--- src/rtl/twos_comp_seq_if.sv ---
// Request/response bundle for the sequential two's-complement converter.
// master = requester/consumer side, slave = converter side.
interface twos_comp_seq_if #(
    parameter int N_BITS = 8
);
    logic              start;
    logic [N_BITS-1:0] din;
    logic              busy;
    logic [N_BITS-1:0] dout;
    logic              valid;
    logic              ack;
    logic              ovf;

    modport master (
        output start, din, ack,
        input  busy, dout, valid, ovf
    );

    modport slave (
        input  start, din, ack,
        output busy, dout, valid, ovf
    );
endinterface

--- src/rtl/twos_comp_seq.sv ---
// Sequential two's-complement converter: drives timing pulses into an external
// one's-complement latch array, then adds one bit-serially to the returned value.
module twos_comp_seq #(
    parameter int N_BITS = 8,
    parameter int PULSES = 9
) (
    input  logic               clk,
    input  logic               rst,
    twos_comp_seq_if.slave     bus,
    output logic [PULSES-1:0]  T,
    input  logic [N_BITS-1:0]  bbar_in
);

    localparam int IW = $clog2(N_BITS + 1);
    localparam logic [N_BITS-1:0] MOST_NEG = {1'b1, {(N_BITS-1){1'b0}}};

    typedef enum logic [2:0] {
        IDLE,
        CLEAR,
        PULSE,
        INC,
        DONE
    } state_t;

    state_t            state_reg, state_next;
    logic [N_BITS-1:0] hold_reg, hold_next;
    logic [N_BITS-1:0] work_reg, work_next;
    logic              carry_reg, carry_next;
    logic [IW-1:0]     k_reg, k_next;
    logic [IW-1:0]     i_reg, i_next;

    logic [PULSES-1:0] pulse_sel;
    logic [N_BITS-1:0] bit_sel;

    // One-hot decodes of the pulse index and the increment bit index.
    genvar gi;
    generate
        for (gi = 0; gi < PULSES; gi++) begin : g_pulse_dec
            assign pulse_sel[gi] = (k_reg == IW'(gi));
        end
        for (gi = 0; gi < N_BITS; gi++) begin : g_bit_dec
            assign bit_sel[gi] = (i_reg == IW'(gi));
        end
    endgenerate

    always_ff @(posedge clk or posedge rst) begin
        if (rst) begin
            state_reg <= IDLE;
            hold_reg  <= '0;
            work_reg  <= '0;
            carry_reg <= 1'b0;
            k_reg     <= '0;
            i_reg     <= '0;
        end else begin
            state_reg <= state_next;
            hold_reg  <= hold_next;
            work_reg  <= work_next;
            carry_reg <= carry_next;
            k_reg     <= k_next;
            i_reg     <= i_next;
        end
    end

    always_comb begin
        state_next = state_reg;
        hold_next  = hold_reg;
        work_next  = work_reg;
        carry_next = carry_reg;
        k_next     = k_reg;
        i_next     = i_reg;
        T          = '0;

        case (state_reg)
            IDLE: begin
                if (bus.start) begin
                    hold_next  = bus.din;
                    state_next = CLEAR;
                end
            end
            CLEAR: begin
                T[0]       = 1'b1;
                k_next     = IW'(1);
                state_next = PULSE;
            end
            PULSE: begin
                T = pulse_sel;
                if (k_reg == IW'(N_BITS)) begin
                    work_next  = bbar_in;
                    carry_next = 1'b1;
                    i_next     = '0;
                    state_next = INC;
                end else begin
                    k_next = k_reg + IW'(1);
                end
            end
            INC: begin
                // Ripple the +1 one bit per cycle; final carry-out is dropped.
                work_next  = work_reg ^ (bit_sel & {N_BITS{carry_reg}});
                carry_next = (|(work_reg & bit_sel)) & carry_reg;
                i_next     = i_reg + IW'(1);
                if (i_reg == IW'(N_BITS - 1)) begin
                    state_next = DONE;
                end
            end
            DONE: begin
                if (bus.ack) begin
                    state_next = IDLE;
                end
            end
            default: begin
                state_next = IDLE;
            end
        endcase
    end

    assign bus.busy  = (state_reg != IDLE);
    assign bus.valid = (state_reg == DONE);
    assign bus.dout  = work_reg;
    assign bus.ovf   = (state_reg == DONE) && (hold_reg == MOST_NEG);

endmodule

--- src/flat_wrapper.sv ---
// flat-port wrapper written by rule: the top's interface ports become plain ports
module twos_comp_seq_flat 
#(
    parameter int N_BITS = 8,
    parameter int PULSES = 9
)
  (clk, rst, T, bbar_in, bus_start, bus_din, bus_ack, bus_busy, bus_dout, bus_valid, bus_ovf);
  twos_comp_seq_if #(.N_BITS(N_BITS)) bus_i ();
  input  logic clk;
  input  logic rst;
  output logic [PULSES-1:0] T;
  input  logic [N_BITS-1:0] bbar_in;
  input wire logic [$bits(bus_i.start)-1:0] bus_start;
  input wire logic [$bits(bus_i.din)-1:0] bus_din;
  input wire logic [$bits(bus_i.ack)-1:0] bus_ack;
  output wire logic [$bits(bus_i.busy)-1:0] bus_busy;
  output wire logic [$bits(bus_i.dout)-1:0] bus_dout;
  output wire logic [$bits(bus_i.valid)-1:0] bus_valid;
  output wire logic [$bits(bus_i.ovf)-1:0] bus_ovf;
  assign bus_i.start = bus_start;
  assign bus_i.din = bus_din;
  assign bus_i.ack = bus_ack;
  assign bus_busy = bus_i.busy;
  assign bus_dout = bus_i.dout;
  assign bus_valid = bus_i.valid;
  assign bus_ovf = bus_i.ovf;
  twos_comp_seq #(.N_BITS(N_BITS), .PULSES(PULSES)) u_core (.clk(clk), .rst(rst), .bus(bus_i), .T(T), .bbar_in(bbar_in));
endmodule
--- config.mk ---
export PLATFORM = sky130hd
export DESIGN_NAME = twos_comp_seq_flat
export DESIGN_NICKNAME = d
export VERILOG_FILES = /design/src/rtl/twos_comp_seq_if.sv /design/src/rtl/twos_comp_seq.sv /design/src/flat_wrapper.sv
export SDC_FILE = /design/constraint.sdc
export NUM_CORES = 1
export LEC_CHECK = 0
export BUFFER_PORTS_ARGS = -buffer_cell sky130_fd_sc_hd__buf_2
export CORE_ASPECT_RATIO = 0.5
export CORE_MARGIN = 3
export CORE_UTILIZATION = 50
export DETAILED_ROUTE_END_ITERATION = 8
export PLACE_DENSITY = 0.78
export SLEW_MARGIN = 20
export SYNTH_ARGS = -nofsm -noshare
export SYNTH_HDL_FRONTEND = slang
export SYNTH_SLANG_ARGS = --single-unit
--- constraint.sdc ---
create_clock -name clk -period 2.69 [get_ports clk]
set_input_delay 0.1345 -clock clk [delete_from_list [all_inputs] [get_ports clk]]
set_output_delay 0.1345 -clock clk [all_outputs]
set_load 0.02 [all_outputs]
; Word-level counts from Yosys, hierarchy flattened
; Index checks and enable logic that the tools add are counted.
[op_classes]
n_bitwise = 4
add_sub_neg = 2
n_reduce_logical = 12
n_eq_ne = 25
n_mux = 15
[ops]
columns = op, count
row1 = equality test 4 x 3 -> 1 bit (second input constant), 8
row2 = AND 8 bit, 2
row3 = equality test 4 x 2 -> 1 bit (second input constant), 4
row4 = two-way mux 8 bit, 2
row5 = case mux 4 bit (2 select lines), 2
row6 = case mux 8 bit (2 select lines), 1
row7 = case mux 3 bit (5 select lines), 1
row8 = two-way mux 3 bit, 4
row9 = adder 4 x 1 -> 4 bit (second input constant), 2
row10 = equality test 4 x 1 -> 1 bit (second input constant), 2
row11 = equality test 8 bit (second input constant), 1
row12 = logical NOT 4 bit, 2
row13 = two-way mux 4 bit, 2
row14 = OR reduction 8 bit, 1
row15 = bitwise XOR 8 bit, 1
row16 = equality test 3 x 2 -> 1 bit (second input constant), 2
row17 = inequality test 2 bit (second input constant), 3
row18 = AND reduction 2 bit, 3
row19 = equality test 4 bit (second input constant), 1
row20 = inequality test 2 x 1 -> 1 bit (second input constant), 2
row21 = case mux 1 bit (2 select lines), 2
row22 = AND reduction 4 bit, 1
row23 = nonzero test 2 bit, 2
row24 = equality test 3 x 1 -> 1 bit (second input constant), 1
row25 = 6 further kinds, 6
[word_totals]
output_inout_bits = 20
input_bits = 20
wordCells = 64
ff_bits = 28

; Logic depth before layout (Yosys ltp)
[depth]
depth_word = 5
ltp_mapped = 8
ltp_nobuf = 7

; Least setup slack after synthesis
; OpenSTA, ideal clock, no wires.
[synth_path]
path_kind = register -> register
startpoint = reg u_core.state_reg[2]
endpoint = reg u_core.hold_reg[0]
period_less_slack_ps = 1667
setup_slack_ps = 1023
t_arrival_ps = 1542
n_path_buf = 0
required_ps = 2565
path_stages_with_launch = 4
setup_ps = 125
path_cell_list = dfrtp_1 or3_1 nor2_2 mux2_2
[synth_via]
elab_chain_cells = 2
[synth_rtl]
columns = element, line_no
row1 = "start, declared", twos_comp_seq.sv:25  ; state_t state_reg, state_next;
row2 = "start signal, assigned", twos_comp_seq.sv:55  ; state_reg <= state_next;
row3 = logical NOT 3 bit, twos_comp_seq.sv:73  ; case (state_reg)
row4 = AND reduction 2 bit (no source line), --
row5 = "end signal, assigned", twos_comp_seq.sv:56  ; hold_reg <= hold_next;
row6 = "end, declared", twos_comp_seq.sv:26  ; logic [N_BITS-1:0] hold_reg, hold_next;
; Every way passes these cells.
; A chain may end at the register's enable or synchronous reset.

; Final worst setup path
[layout_path]
startpoint = reg u_core.state_reg[2]
endpoint = out T[4]
[layout_via]
elab_chain_cells = 2
[layout_rtl]
columns = element, line_no
row1 = equality test 3 x 2 -> 1 bit, twos_comp_seq.sv:73
row2 = two-way mux 8 bit, twos_comp_seq.sv:73
row3 = "end, declared", flat_wrapper.sv:11  ; output logic [PULSES-1:0] T;
; Every way passes these cells.

==> results.toml <==
[outcome]
outcome = "finished, final reports clean"

[detailed_routing]
vias = 1459
firstDrtPassIters = 4
wl_per_cell_um = 14.9
drtIter0Drc = 71
drc_errors = 0
antenna_left = 0
wl_um = 3820
avgViaCountPerCell = 5.70

[pwr]
power_frac_comb = 0.491
p_per_area_nw_per_um2 = 1190
switching_share = 0.443
vdd_drop_max_mv = 0.497
p_seq_frac = 0.362
power.leakage_nw = 0.945
pwr-share-clk = 0.147
power_switching_mw = 1.03
power.internal_mw = 1.30

[setup_path]
critPathLaunchType = "register"
critical_path_class = "reg2out"
cp_slowest_cell = "or3b_1"
cp.arrival_ns = 2.09
critPathLaunch = "u_core.state_reg[2]"
crit_chain = "or3b_1 -> nor3b_1 -> and2_1 -> buf_2"
crit_family = "simple AND/OR/NAND/NOR gates"
reg2reg_setup_slack_ns = 0.72
critPathCaptureType = "output pin"
max_stage_delay_ns = 0.55
required_ns = 2.56
path_buf_inv = 1
reg2reg_from = "u_core.k_reg[0]"
reg2reg_depth = 7
r2r_end = "u_core.carry_reg"
critPathMaxFanout = 15

[floorplanning]
dieWidth_um = 87.7
initial_core_util = 0.539
die_h_um = 46.9
coreArea_um2 = 3100
row_count = 14
dieArea_um2 = 4110
io-pin-count = 40

[yosys]
synthArstFlopShare = 1.00
synth-main-ff-cell = "dfrtp_1"
ys_ff_latch = 28
netlist.area_leader.share = 0.419
ys_seq_area_frac = 0.419
syn_inst = 180
synthTopCellsByCount = "dfrtp_1 (28), nor2_1 (16), nand2_1 (14)"
synth-compound-area-share = 0.194
synth_adder_area_share = 0.0599
syn_avg_cell_area_um2 = 9.28
yosysTopAreaCell = "dfrtp_1"
synth-simple-area-share = 0.217
synthMostInstantiatedCell = "dfrtp_1"
synth.mux.area_fraction = 0.0539
synth_edf_count = 0
netlist_top_cells_area = "dfrtp_1 (42%), ha_1 (6.0%), mux2_2 (5.4%)"
yosysUniqueCellTypes = 44
synth_xor_area_frac = 0.0105
synthesis.nets = 208
ys_warn_count = 0
synth_area_um2 = 1670
synth_top_family_by_area = "simple AND/OR/NAND/NOR gates"

[clock_tree]
h-tree-depth = 1
cts_setup_buffers = 0
clockRootBuffer = "clkbuf_8"
cts_resized = 0
cts.sinks = 28
cts_buffers = 3
clkTransAtPathRegs_ns = 0.11
cts_tree = "built"
clock_path_buffers = 2
cts_hold_buf = 0
clock_latency_ns = 0.29

[place]
portBuffers = 39
gp_congestion = 0.866
place_hpwl_um = 2780
dpl_cell_area_um2 = 1880
dpl_worst_slack_ns = 0.785

[global_routing]
grt_usage = 0.192
grt_pass1_wl_um = 6090
overflow = 0
antenna_found_initial = 0
grt_pass1_vias = 1351
grt_max_degree = 29

[timing]
tns_ns = 0
fin_worst_skew_ns = 0.00980
max_freq_mhz = 449
maxSlewViolCount = 0
fin_ws_ns = 0.461
hold_ws_ns = 0.0421
relSlewSlack = 0.603
rsz0062_at_grt = "false"
worst_pin_slew_ns = 0.595
hold_violations = 0
fin_crit_ns = 2.23
period_share = 0.829
setup_viol = 0

[final_layout]
drive_gt1_frac = 0.255
final_area_um2 = 1960
layout.nets = 245
antennaDiodeCount = 0
synthToLayoutAreaGrowth_pct = 17.5

[hold_path]
min-delay-start = "bus_ack"
hold_depth = 2
min_to = "u_core.state_reg[2]"
hold_class = "in2reg"

[run]
maxCapViolCount = 0
power groups by stage:
stage	Combinational (mW)	Clock [mW]	Sequential (mW)
2_1_floorplan	0.907	0	0.786
5_1_grt	1.28	0.362	0.878
4_1_cts	1.14	0.348	0.839
6_report	1.15	0.345	0.845
3_3_place_gp	1.11	0	0.830
3_5_place_dp	1.13	0	0.845
cell usage in the layout (no fill, tap or decap), drive strengths merged, types with 2 or more instances in the layout:
master / netlist / final
clkbuf: 6 / 3
inv: 11 / 11
nor2: 17 / 17
buf: 2 / 39
o22ai: 5 / 5
a21oi: 12 / 12
and3b: 4 / 4
ha: 8 / 8
nand4: 3 / 3
a22o: 2 / 2
o31ai: 2 / 2
o21ai: 9 / 9
and2: 8 / 8
nand2: 14 / 14
nand3: 5 / 5
dfrtp: 28 / 28
nor3b: 3 / 3
a21o: 8 / 8
a311oi: 3 / 3
mux2: 8 / 8
and3: 2 / 2
nand3b: 3 / 3
worst max path at each step:
| stage | endpoint | cells after the start |
|---|---|---|
| 2_1_floorplan | u_core.hold_reg[0] | 3 |
| 3_3_place_gp | T[4] | 4 |
| 3_5_place_dp | T[4] | 4 |
| 4_1_cts | T[4] | 4 |
| 5_1_grt | T[4] | 4 |
| 6_report | T[4] | 4 |
through the flow:
stage	util	std cells	power, mW
2_1_floorplan	-	180	1.69
3_3_place_gp	0.607	251	1.94
3_5_place_dp	0.607	251	1.98
4_1_cts	0.630	255	2.33
5_1_grt	0.633	256	2.52
6_report	0.633	256	2.34
per-layer routing:
metal	vias up	share of wire	GRT usage
met5	-	0	0
met4	0	0.0094	0.0550
met3	4	0.057	0.0473
met2	47	0.46	0.323
met1	698	0.48	0.253
li1	710	-	-
cells by family (layout without fill, tap and decap cells):
family	after synthesis	in the layout
simple gates	67	67
compound gates	48	48
flops	28	28
buf+inv	19	55
fa+ha+maj	8	8
mux	8	8
xor+xnor	2	2
layout make-up:
| type | instances | area, um^2 |
|---|---|---|
| clock buffers | 3 | 41.3 |
| clock inverters | 1 | 30.0 |
| fillers | 262 | 1140 |
| inverters | 11 | 41.3 |
| multi-input cells | 133 | 895 |
| flip-flops and latches | 28 | 701 |
| well taps | 40 | 50.0 |
| repair buffers | 40 | 205 |
(Power assumes the default switching activity.)
